[src/rtl/riscv_pipe_pkg.sv]
`default_nettype none
// ============================================================================
//  Module   : riscv_pipe_pkg
//  Brief    : Shared widths, ALU encodings and the ID/EX bundle for the RV64 pipe.
//  Revision : 1.0
// ============================================================================
package riscv_pipe_pkg;

   localparam int XLEN  = 64;
   localparam int REGW  = 5;
   localparam int CTRLW = 4;

   typedef enum logic [CTRLW-1:0] {
      ALU_ADD  = 4'd0,
      ALU_SUB  = 4'd1,
      ALU_AND  = 4'd2,
      ALU_OR   = 4'd3,
      ALU_XOR  = 4'd4,
      ALU_SLT  = 4'd5,
      ALU_SLTU = 4'd6
   } alu_op_e;

   // Source addresses travel with the data so EX-time forwarding can match them.
   typedef struct packed {
      logic [REGW-1:0]  rs1_addr;
      logic [REGW-1:0]  rs2_addr;
      logic [REGW-1:0]  rd;
      logic [CTRLW-1:0] alu_ctrl;
      logic             is_load;
      logic             reg_write;
      logic [XLEN-1:0]  rs1_data;
      logic [XLEN-1:0]  rs2_data;
   } id_ex_t;

   function automatic logic fwd_hit(input logic            reg_write,
                                    input logic [REGW-1:0] rd,
                                    input logic [REGW-1:0] src);
      return reg_write && (rd != '0) && (rd == src);
   endfunction

endpackage
`default_nettype wire

[src/rtl/id_ex_operand_stage_fwd_mux.sv]
`default_nettype none
// ============================================================================
//  Module   : fwd_mux
//  Brief    : Operand select: MEM producer, then WB producer, else registered value.
//  Revision : 1.0
// ============================================================================
module fwd_mux
   import riscv_pipe_pkg::*;
(
   input  logic [REGW-1:0] src,
   input  logic [XLEN-1:0] regval,
   input  logic [REGW-1:0] exm_rd,
   input  logic            exm_reg_write,
   input  logic [XLEN-1:0] exm_result,
   input  logic [REGW-1:0] mwb_rd,
   input  logic            mwb_reg_write,
   input  logic [XLEN-1:0] mwb_result,
   output logic [XLEN-1:0] operand
);

   always_comb begin
      operand = regval;
      if (fwd_hit(exm_reg_write, exm_rd, src)) begin
         operand = exm_result;
      end else if (fwd_hit(mwb_reg_write, mwb_rd, src)) begin
         operand = mwb_result;
      end
   end

endmodule
`default_nettype wire

[src/rtl/id_ex_operand_stage.sv]
`default_nettype none
// ============================================================================
//  Module   : id_ex_operand_stage
//  Brief    : ID/EX pipeline register with load-use bubble and EX-time forwarding.
//  Revision : 1.0
// ============================================================================
module id_ex_operand_stage
   import riscv_pipe_pkg::*;
#(
   parameter int CNTW = 32
) (
   input  logic             clk,
   input  logic             rst,
   input  logic             id_valid,
   output logic             id_ready,
   input  logic [REGW-1:0]  id_rs1_addr,
   input  logic [REGW-1:0]  id_rs2_addr,
   input  logic             id_uses_rs1,
   input  logic             id_uses_rs2,
   input  logic [XLEN-1:0]  id_rs1_data,
   input  logic [XLEN-1:0]  id_rs2_data,
   input  logic [REGW-1:0]  id_rd_addr,
   input  logic [CTRLW-1:0] id_alu_ctrl,
   input  logic             id_is_load,
   input  logic             id_reg_write,
   input  logic [REGW-1:0]  exm_rd,
   input  logic             exm_reg_write,
   input  logic [XLEN-1:0]  exm_result,
   input  logic [REGW-1:0]  mwb_rd,
   input  logic             mwb_reg_write,
   input  logic [XLEN-1:0]  mwb_result,
   input  logic             flush,
   input  logic             ex_ready,
   output logic             ex_valid,
   output logic [XLEN-1:0]  ex_rs1,
   output logic [XLEN-1:0]  ex_rs2,
   output logic [REGW-1:0]  ex_rd,
   output logic [CTRLW-1:0] ex_alu_ctrl,
   output logic             ex_is_load,
   output logic             ex_reg_write,
   output logic [CNTW-1:0]  perf_bubbles
);

   id_ex_t          r_ex;
   logic            r_ex_valid;
   logic [CNTW-1:0] r_perf;

   logic   w_adv;
   logic   w_load_use;
   logic   w_rs1_hit;
   logic   w_rs2_hit;
   id_ex_t w_id;

   assign w_rs1_hit  = id_uses_rs1 && (id_rs1_addr == r_ex.rd);
   assign w_rs2_hit  = id_uses_rs2 && (id_rs2_addr == r_ex.rd);
   assign w_load_use = id_valid && r_ex_valid && r_ex.is_load && r_ex.reg_write &&
                       (r_ex.rd != '0) && (w_rs1_hit || w_rs2_hit);
   assign w_adv      = !r_ex_valid || ex_ready;
   assign id_ready   = w_adv && !w_load_use;

   always_comb begin
      w_id           = '0;
      w_id.rs1_addr  = id_rs1_addr;
      w_id.rs2_addr  = id_rs2_addr;
      w_id.rd        = id_rd_addr;
      w_id.alu_ctrl  = id_alu_ctrl;
      w_id.is_load   = id_is_load;
      w_id.reg_write = id_reg_write;
      w_id.rs1_data  = id_rs1_data;
      w_id.rs2_data  = id_rs2_data;
   end

   // Flush outranks a stalled EX and discards any same-cycle ID handshake.
   always_ff @(posedge clk or posedge rst) begin
      if (rst) begin
         r_ex_valid <= 1'b0;
         r_ex       <= '0;
         r_perf     <= '0;
      end else if (flush) begin
         r_ex_valid     <= 1'b0;
         r_ex.reg_write <= 1'b0;
         r_ex.is_load   <= 1'b0;
      end else if (w_adv) begin
         if (id_valid && !w_load_use) begin
            r_ex_valid <= 1'b1;
            r_ex       <= w_id;
         end else begin
            r_ex_valid <= 1'b0;
            r_ex       <= '0;
            if (w_load_use) begin
               r_perf <= r_perf + 1'b1;
            end
         end
      end
   end

   fwd_mux u_fwd_rs1 (
      .src           (r_ex.rs1_addr),
      .regval        (r_ex.rs1_data),
      .exm_rd        (exm_rd),
      .exm_reg_write (exm_reg_write),
      .exm_result    (exm_result),
      .mwb_rd        (mwb_rd),
      .mwb_reg_write (mwb_reg_write),
      .mwb_result    (mwb_result),
      .operand       (ex_rs1)
   );

   fwd_mux u_fwd_rs2 (
      .src           (r_ex.rs2_addr),
      .regval        (r_ex.rs2_data),
      .exm_rd        (exm_rd),
      .exm_reg_write (exm_reg_write),
      .exm_result    (exm_result),
      .mwb_rd        (mwb_rd),
      .mwb_reg_write (mwb_reg_write),
      .mwb_result    (mwb_result),
      .operand       (ex_rs2)
   );

   assign ex_valid     = r_ex_valid;
   assign ex_rd        = r_ex.rd;
   assign ex_alu_ctrl  = r_ex.alu_ctrl;
   assign ex_is_load   = r_ex.is_load;
   assign ex_reg_write = r_ex.reg_write;
   assign perf_bubbles = r_perf;

endmodule
`default_nettype wire
[config.mk]
export PLATFORM = sky130hd
export DESIGN_NAME = id_ex_operand_stage
export DESIGN_NICKNAME = d
export VERILOG_FILES = /design/src/rtl/riscv_pipe_pkg.sv /design/src/rtl/id_ex_operand_stage_fwd_mux.sv /design/src/rtl/id_ex_operand_stage.sv
export SDC_FILE = /design/constraint.sdc
export NUM_CORES = 1
export LEC_CHECK = 0
export ABC_CLOCK_PERIOD_IN_PS = 13400
export CORE_AREA = 2 2 183 185
export DETAILED_ROUTE_END_ITERATION = 7
export DIE_AREA = 0 0 185 187
export PLACE_DENSITY = 0.68
export SLEW_MARGIN = 20
export SYNTH_ARGS = -nofsm -noshare
export SYNTH_HDL_FRONTEND = slang
export SYNTH_HIERARCHICAL = 1
export SYNTH_SLANG_ARGS = --single-unit
[constraint.sdc]
create_clock -name clk -period 13.4 [get_ports clk]
set_input_delay 2.01 -clock clk [delete_from_list [all_inputs] [get_ports clk]]
set_output_delay 2.01 -clock clk [all_outputs]
set_load 0.02 [all_outputs]
==> results_dict.tcl, run 1 <==
set metrics [dict create \
    worst_slack_ns 5.53 \
    clockBufferDepth 2 \
    path_class "in2out" \
    dp_hpwl_um 36300 \
    power.density_mw_per_mm2 104 \
    yosys-top-cells-area "dfrtp_1 (39%), a22o_1 (11%), o31ai_1 (8.3%)" \
    start_util_pct 35.4 \
    coreArea_mm2 0.0329 \
    placed_cell_area_mm2 0.0162 \
    syn_inst 1208 \
    wire_per_inst_um 27.8 \
    end_kind "output port" \
    hold_path.class "reg2reg" \
    ys_seq_elements 182 \
    path_clk_slew_ns 0.07 \
    fmax_mhz 127 \
    num_rows 67 \
    area_delta_synth_final_pct 44.4 \
    start_kind "input pin" \
    grt_max_degree 112 \
    path_cells "clkdlybuf4s50_1, or4_1, a21oi_4, buf_4, or3_2, buf_4, a31oi_1, clkdlybuf4s50_1" \
    status "finished clean" \
    port_buffers 468 \
    async_flop_share_pct 100 \
    synthesis.area_mm2 0.0116 \
    drtAntennaViolNets 0 \
    ys.flop_type "dfrtp_1" \
    worstPathArrival_ns 5.86 \
    path_max_fanout 65 \
    final_layout_size_suffix_gt1_share_pct 7.09 \
    cpPeakStageDelay_ns 0.68 \
    die_area_mm2 0.0346 \
    r2r_slack_ns 10.67 \
    grt.overflow.total 0 \
    synth.avg_cell_area_um2 9.64 \
    yosys_warnings 6 \
    drv_slew 0 \
    clock_skew_ns 0.0130 \
    grt_pass1_wl_um 83000 \
    cts-buffers-inserted 17 \
    post-cts-setup-buffers 0 \
    design_area_mm2 0.0168 \
    num_vias 13325 \
    dpl_worst_slack_ns 5.65 \
    synth_top_area_share_pct 39.1 \
    hold_buffers 0 \
    power.leakage_nw 6.10 \
    post-route-drc-count 0 \
    crit_slowest_cell "buf_4" \
    fillers 3056 \
    fin_crit_sh_pct 58.7 \
    clock-root-buffer "clkbuf_16" \
    io_pins 469 \
    fp.dieH_um 187 \
    grt_usage_pct 31.3 \
    wl_um 55800 \
    clock-sinks 182 \
    synth_nets 1505 \
    drt_iter0_markers 1822 \
    synth-seq-area-share_pct 39.1 \
    final.min_clock_period_ns 7.87 \
    hold_viol 0 \
    cts_resized 0 \
    drv_cap 0 \
    htreeDepth 4 \
    relSlewSlack_pct 27.8 \
    worst_ir_drop_vdd_mv 0.0723 \
    fp.dieW_um 185 \
    synth-edff-count 0 \
    drt_pass1_iterations 5 \
    fin_tns_setup_ns 0 \
    place.gp.congestion 0.942 \
    antenna_found_initial 16 \
    required_ns 11.39 \
    synth.largest_area_cell "dfrtp_1" \
    tightestPinTransition_ns 1.08 \
    final_nets 1835 \
    cts_tree "built" \
    setup_viol 0 \
    rsz0062_at_grt "false" \
    synthDistinctLibCells 44 \
    worstSkewPairLatency_ns 0.43 \
    grt_pass1_vias 13042 \
    vias_per_cell 6.63 \
]
registers in the layout (all words and copies together) (netlist names):
register,cells
ex_alu_ctrl,4
ex_reg_write,1
ex_is_load,1
r_ex,138
ex_rd,5
perf_bubbles,32
ex_valid,1
layout make-up:
class	count	area, um^2	share of cell area [%]
multi-input combinational	842	6180	36.8
clock buffer	19	453	2.70
timing repair buffer	491	4880	29.0
tap	448	561	3.34
sequential	182	4550	27.1
inverter	4	22.5	0.134
clock inverter	13	125	0.745
antenna	11	27.5	0.164
metrics by stage:
step	hold WS, ns	utilization, %	total power [W]	cells
floorplan	0.473	-	0.000949	1208
global placement	0.458	49.2	0.00123	1966
detailed placement	0.461	49.2	0.00124	1966
CTS	0.477	51.0	0.00175	1998
global route	0.493	51.1	0.00182	2010
finish	0.469	51.1	0.00176	2010
Yosys cell counts (all sizes together) (5+ instances only):
cell and count:
dfrtp 182, a22o 149, nor4 149, nand4 140, a31oi 128, o31ai 128, buf 104, clkbuf 76
xnor2 29, xor2 28, nand2 22, nand3 15, nor3 9, nor2 6, a21oi 5
routing by layer:
metal / share of wire [%] / track usage, % / vias up / routed length (um)
li1: - / - / 5633 / -
met1: 37 / 39.0 / 6437 / 20800
met2: 44 / 47.3 / 1027 / 24700
met3: 13 / 11.1 / 218 / 6990
met4: 5.8 / 16.5 / 10 / 3240
met5: 0.11 / 0.429 / - / 64
critical path: cells and delay by family:
family	cells	cell delay, ns
buf+inv	4	2.36
compound gates	2	0.34
simple gates	2	1.07
where the power goes:
group,internal (W),switching [W],leakage [nW]
clock network,0.000258,0.000253,0.290
logic,0.000251,0.000371,3.42
registers,0.000592,0.0000302,2.39
cell usage in the layout, fill, tap and decap left out, types with 3 or more instances in the layout:
| cell type | n |
|---|---|
| clkdlybuf4s50_1 | 468 |
| dfrtp_1 | 182 |
| a22o_1 | 149 |
| nand4_1 | 139 |
| nor4_1 | 129 |
| o31ai_1 | 128 |
| a31oi_1 | 128 |
| xnor2_1 | 29 |
| xor2_1 | 28 |
| buf_4 | 22 |
| nor4_2 | 20 |
| nand2_1 | 17 |
| clkbuf_16 | 17 |
| diode_2 | 11 |
| nand3_1 | 10 |
| nor3_1 | 9 |
| inv_8 | 7 |
| nor2_1 | 4 |
| nor4b_2 | 4 |
| a21oi_4 | 4 |
| nand3_4 | 4 |
| nand2_2 | 4 |
| inv_1 | 3 |
| clkinv_4 | 3 |
| inv_6 | 3 |
worst paths after layout:
path	startpoint	endpoint	depth (start not counted)
max	exm_rd[0]	ex_rs2[10]	8
min	perf_bubbles[31]	perf_bubbles[31]	1
max reg2reg	ex_valid	ex_alu_ctrl[1]	4
min reg2reg	perf_bubbles[31]	perf_bubbles[31]	1
max in group asynchronous	rst	r_ex[36]	4
min in group asynchronous	rst	ex_rd[2]	2
logic make-up (layout without fill, tap and decap cells):
| kind of cell | count (synthesis) | count (layout) | share of synthesized area (%) |
|---|---|---|---|
| buffers and inverters | 184 | 527 | 8.71 |
| adders and majority gates | 1 | 1 | 0.107 |
| AOI/OAI and AO/OA | 416 | 416 | 27.2 |
| DFF | 182 | 182 | 39.1 |
| other | 0 | 11 | 0 |
| and+or+nand+nor | 367 | 367 | 20.5 |
| xor gates and xnor gates | 57 | 57 | 4.29 |
| muxes | 1 | 1 | 0.0967 |
Power figures use the tool's default switching activity.
==> inputs of run 2 (changes only) <==
--- a/config.mk
+++ b/config.mk
@@ -5,11 +5,11 @@
 export SDC_FILE = /design/constraint.sdc
 export NUM_CORES = 1
 export LEC_CHECK = 0
-export ABC_CLOCK_PERIOD_IN_PS = 13400
-export CORE_AREA = 2 2 183 185
+export ABC_CLOCK_PERIOD_IN_PS = 6810
+export CORE_AREA = 2 2 184 186
 export DETAILED_ROUTE_END_ITERATION = 7
-export DIE_AREA = 0 0 185 187
-export PLACE_DENSITY = 0.68
+export DIE_AREA = 0 0 186 188
+export PLACE_DENSITY = 0.7
 export SLEW_MARGIN = 20
 export SYNTH_ARGS = -nofsm -noshare
 export SYNTH_HDL_FRONTEND = slang
==> constraint.sdc (replaced) <==
create_clock -name clk -period 6.81 [get_ports clk]
set_input_delay 1.0215 -clock clk [delete_from_list [all_inputs] [get_ports clk]]
set_output_delay 1.0215 -clock clk [all_outputs]
set_load 0.02 [all_outputs]
==> results_dict.tcl, run 2 (synthesized netlist as in run 1, its figures left out) <==
set metrics [dict create \
    vias_per_cell 6.67 \
    worstPathArrival_ns 4.43 \
    hold_viol 0 \
    cts-buffers-inserted 17 \
    htreeDepth 4 \
    antenna_found_initial 25 \
    fmax_mhz 183 \
    clock-root-buffer "clkbuf_16" \
    num_rows 67 \
    drv_cap 0 \
    crit_start "mwb_rd[1]" \
    holdCritStartpoint "perf_bubbles[31]" \
    largest_reg_flops 138 \
    path_clk_slew_ns 0.07 \
    final_layout_size_suffix_gt1_share_pct 7.51 \
    grt_pass1_vias 13045 \
    post-route-drc-count 0 \
    area_delta_synth_final_pct 45.0 \
    drt_pass1_iterations 6 \
    end_kind "output port" \
    wire_per_inst_um 28.0 \
    worst_slack_ns 1.36 \
    final.min_clock_period_ns 5.45 \
    fin_crit_sh_pct 80.0 \
    fin_total_pwr_w 0.00349 \
    dpl_worst_slack_ns 1.42 \
    post-cts-setup-buffers 0 \
    rr_endpoint "r_ex[27]" \
    hold_buffers 0 \
    r2r_slack_ns 4.46 \
    fillers 3003 \
    utilization_pct 51.0 \
    reg2reg_depth 4 \
    status "finished clean" \
    clock-sinks 182 \
    worst_ir_drop_vdd_mv 0.171 \
    required_ns 5.79 \
    place.gp.congestion 0.915 \
    start_util_pct 35.2 \
    grt.overflow.total 0 \
    path_class "in2out" \
    io_pins 469 \
    mostFrequentLayoutCells "clkdlybuf4s50_1 (468), dfrtp_1 (182), a22o_1 (149)" \
    path_max_fanout 35 \
    hold_ws_ns 0.481 \
    min_path_cells 1 \
    mostFrequentLayoutCell "clkdlybuf4s50_1" \
    die_area_mm2 0.0350 \
    final_nets 1842 \
    fp.dieH_um 188 \
    clock_skew_ns 0.0133 \
    cts_tree "built" \
    grt_usage_pct 31.5 \
    worstSkewPairLatency_ns 0.45 \
    hold_end "perf_bubbles[31]" \
    num_vias 13501 \
    port_buffers 468 \
    rr_startpoint "ex_valid" \
    clockBufferDepth 2 \
    power.density_mw_per_mm2 207 \
    setup_viol 0 \
    start_kind "input pin" \
    top_register "r_ex" \
    grt_max_degree 151 \
    dp_hpwl_um 37200 \
    power.leakage_nw 6.13 \
    fin_tns_setup_ns 0 \
    fp.dieW_um 186 \
    relSlewSlack_pct 25.3 \
    drt_iter0_markers 1827 \
    cts_resized 0 \
    wl_um 56600 \
    rsz0062_at_grt "false" \
    coreArea_mm2 0.0331 \
    drv_slew 0 \
    grt_pass1_wl_um 83600 \
    hold_path.class "reg2reg" \
    tightestPinTransition_ns 1.12 \
    drtAntennaViolNets 0 \
]
==> run 2: power by group <==
part | switching [W] | total, W | internal (W)
logic | 0.000730 | 0.00123 | 0.000498
clock network | 0.000500 | 0.00103 | 0.000533
registers | 0.0000634 | 0.00123 | 0.00116
==> run 2: cell type report <==
| cell class | count | area (um^2) | area share, % |
|---|---|---|---|
| Timing Repair Buffer | 498 | 4930 | 29.2 |
| Tap cell | 448 | 561 | 3.32 |
| Clock buffer | 18 | 439 | 2.60 |
| Multi-Input combinational cell | 842 | 6180 | 36.6 |
| Antenna cell | 17 | 42.5 | 0.252 |
| Inverter | 4 | 22.5 | 0.133 |
| Clock inverter | 14 | 150 | 0.890 |
| Sequential cell | 182 | 4550 | 27.0 |
==> run 2: how the worst max path moves through the flow <==
stage / end / slack (ns) / depth (start not counted)
after floorplan: ex_alu_ctrl[0] / 0.84 / 1
after global placement: ex_rs1[36] / 1.51 / 7
after detailed placement: ex_rs1[36] / 1.42 / 7
after CTS: ex_rs1[36] / 1.41 / 7
after global routing: ex_rs1[36] / 1.27 / 7
final: ex_rs1[36] / 1.36 / 7
==> run 2: critical path: stages <==
cell and delay (ns):
clkdlybuf4s50_1 0.54, nor4_2 0.46, o21a_2 0.76, buf_4 0.50, o31ai_1 0.17, a31oi_1 0.28, clkdlybuf4s50_1 0.65
==> run 2: through the flow <==
step / area, um^2 / cells
final: 16900 / 2023
after floorplan: 11600 / 1208
after detailed placement: 16200 / 1974
after CTS: 16800 / 2006
after global placement: 16200 / 1974
after global routing: 16900 / 2021
==> run 2: layer usage <==
metal  track usage (%)  share of wire [%]  vias to the layer above  wire length, um
met5                 0               0.15                        -               84
li1                  -                  -                     5649                -
met1              40.1                 38                     6525            21400
met3              10.2                 12                      217             6720
met2              48.3                 46                     1096            25700
met4              14.7                4.7                       14             2630
==> inputs of run 3 (changes only) <==
--- a/config.mk
+++ b/config.mk
@@ -5,11 +5,11 @@
 export SDC_FILE = /design/constraint.sdc
 export NUM_CORES = 1
 export LEC_CHECK = 0
-export ABC_CLOCK_PERIOD_IN_PS = 6810
-export CORE_AREA = 2 2 184 186
+export ABC_CLOCK_PERIOD_IN_PS = 5300
+export CORE_AREA = 2 2 183 185
 export DETAILED_ROUTE_END_ITERATION = 7
-export DIE_AREA = 0 0 186 188
-export PLACE_DENSITY = 0.7
+export DIE_AREA = 0 0 185 187
+export PLACE_DENSITY = 0.68
 export SLEW_MARGIN = 20
 export SYNTH_ARGS = -nofsm -noshare
 export SYNTH_HDL_FRONTEND = slang
==> constraint.sdc (replaced) <==
create_clock -name clk -period 5.3 [get_ports clk]
set_input_delay 0.795 -clock clk [delete_from_list [all_inputs] [get_ports clk]]
set_output_delay 0.795 -clock clk [all_outputs]
set_load 0.02 [all_outputs]
==> results_dict.tcl, run 3 (synthesized netlist as in run 1, its figures left out) <==
set metrics [dict create \
    power.leakage_nw 6.19 \
    worst_slack_ns 0.587 \
    hold_ws_ns 0.478 \
    htreeDepth 4 \
    fin_tns_setup_ns 0 \
    relSlewSlack_pct 32.6 \
    drtAntennaViolNets 0 \
    num_vias 13392 \
    cts_tree "built" \
    drt_iter0_markers 1746 \
    fp.dieH_um 187 \
    finalNonFillerCells 2027 \
    power.density_mw_per_mm2 262 \
    vias_per_cell 6.61 \
    path_clk_slew_ns 0.08 \
    wire_per_inst_um 27.6 \
    grt.overflow.total 0 \
    cts_resized 0 \
    final_nets 1848 \
    path_class "in2out" \
    clock_skew_ns 0.0172 \
    placed_cell_area_mm2 0.0164 \
    worst_ir_drop_vdd_mv 0.221 \
    tightestPinTransition_ns 1.01 \
    top_register "r_ex" \
    grt_max_degree 171 \
    required_ns 4.51 \
    mostFrequentLayoutCell "clkdlybuf4s50_1" \
    grt_pass1_wl_um 83200 \
    design_area_mm2 0.0170 \
    path_common_cell "clkdlybuf4s50_1" \
    path_max_fanout 24 \
    hold_viol 0 \
    dp_cells 1980 \
    fp.dieW_um 185 \
    fmax_mhz 212 \
    largest_reg_flops 138 \
    clockBufferDepth 2 \
    drt_pass1_iterations 5 \
    place.gp.congestion 0.935 \
    drv_slew 0 \
    hold_path.class "reg2reg" \
    area_delta_synth_final_pct 46.3 \
    fin_crit_sh_pct 88.9 \
    port_buffers 468 \
    mostFrequentLayoutCells "clkdlybuf4s50_1 (468), dfrtp_1 (182), a22o_1 (149)" \
    worstSkewPairLatency_ns 0.45 \
    io_pins 469 \
    grt_usage_pct 31.2 \
    clock-root-buffer "clkbuf_16" \
    antenna_found_initial 20 \
    dp_hpwl_um 36300 \
    num_rows 67 \
    wl_um 55900 \
    clock-sinks 182 \
    status "finished clean" \
    dpl_worst_slack_ns 0.717 \
    grt_pass1_vias 12914 \
    coreArea_mm2 0.0329 \
    cpPeakStageDelay_ns 0.68 \
    rsz0062_at_grt "false" \
    start_kind "input pin" \
    post-route-drc-count 0 \
    final.min_clock_period_ns 4.71 \
    final_layout_size_suffix_gt1_share_pct 7.80 \
    drv_cap 0 \
    end_kind "output port" \
    crit_slowest_cell "clkdlybuf4s50_1" \
    setup_viol 0 \
    start_util_pct 35.4 \
    cts-buffers-inserted 17 \
    worstPathArrival_ns 3.92 \
    path_cells "clkdlybuf4s50_1, nor4_2, o21a_2, buf_4, o31ai_1, a31oi_1, clkdlybuf4s50_1" \
    die_area_mm2 0.0346 \
    hold_buffers 0 \
    post-cts-setup-buffers 0 \
]
[run 3: layer usage]
layer  part of all wire (%)  vias to the layer above  track usage [%]
met5                   0.11                        -                0
met4                    5.1                       10             16.2
met3                     12                      190             9.35
met2                     45                     1059             47.9
met1                     37                     6486             39.6
li1                       -                     5647                -
[run 3: final cells by class]
class                           count  area (um^2)
Antenna cell                       15         37.5
Inverter                            4         18.8
Multi-Input combinational cell    842         6180
Tap cell                          448          561
Timing Repair Buffer              504         5100
Fill cell                        2996        15800
Sequential cell                   182         4550
Clock buffer                       19          443
Clock inverter                     13          129
[run 3: worst paths after layout]
path                                        from                to  slack (ns)  cells after the start
worst max-delay path                   mwb_rd[1]         ex_rs1[8]        0.59                      7
worst min-delay path            perf_bubbles[31]  perf_bubbles[31]        0.48                      1
worst max register to register          ex_valid          r_ex[35]        2.99                      6
worst min register to register  perf_bubbles[31]  perf_bubbles[31]        0.48                      1
max in group asynchronous                    rst          r_ex[78]        3.36                      3
min in group asynchronous                    rst    ex_alu_ctrl[3]        0.67                      2
[run 3: per-stage QoR]
| step | util, % | power [W] |
|---|---|---|
| floorplan | - | 0.00240 |
| global placement | 50.0 | 0.00316 |
| detailed placement | 50.0 | 0.00317 |
| CTS | 51.7 | 0.00445 |
| global route | 51.8 | 0.00462 |
| finish | 51.8 | 0.00447 |
[run 3: power breakdown]
group	internal, W	switching (W)
clock network	0.000640	0.000641
registers	0.00150	0.0000767
logic	0.000667	0.000945
[run 3: critical path: cells and delay by family]
family	cells	cell delay, ns
AO/OA/AOI/OAI	3	1.11
buffers and inverters	3	1.52
AND/OR/NAND/NOR	1	0.47
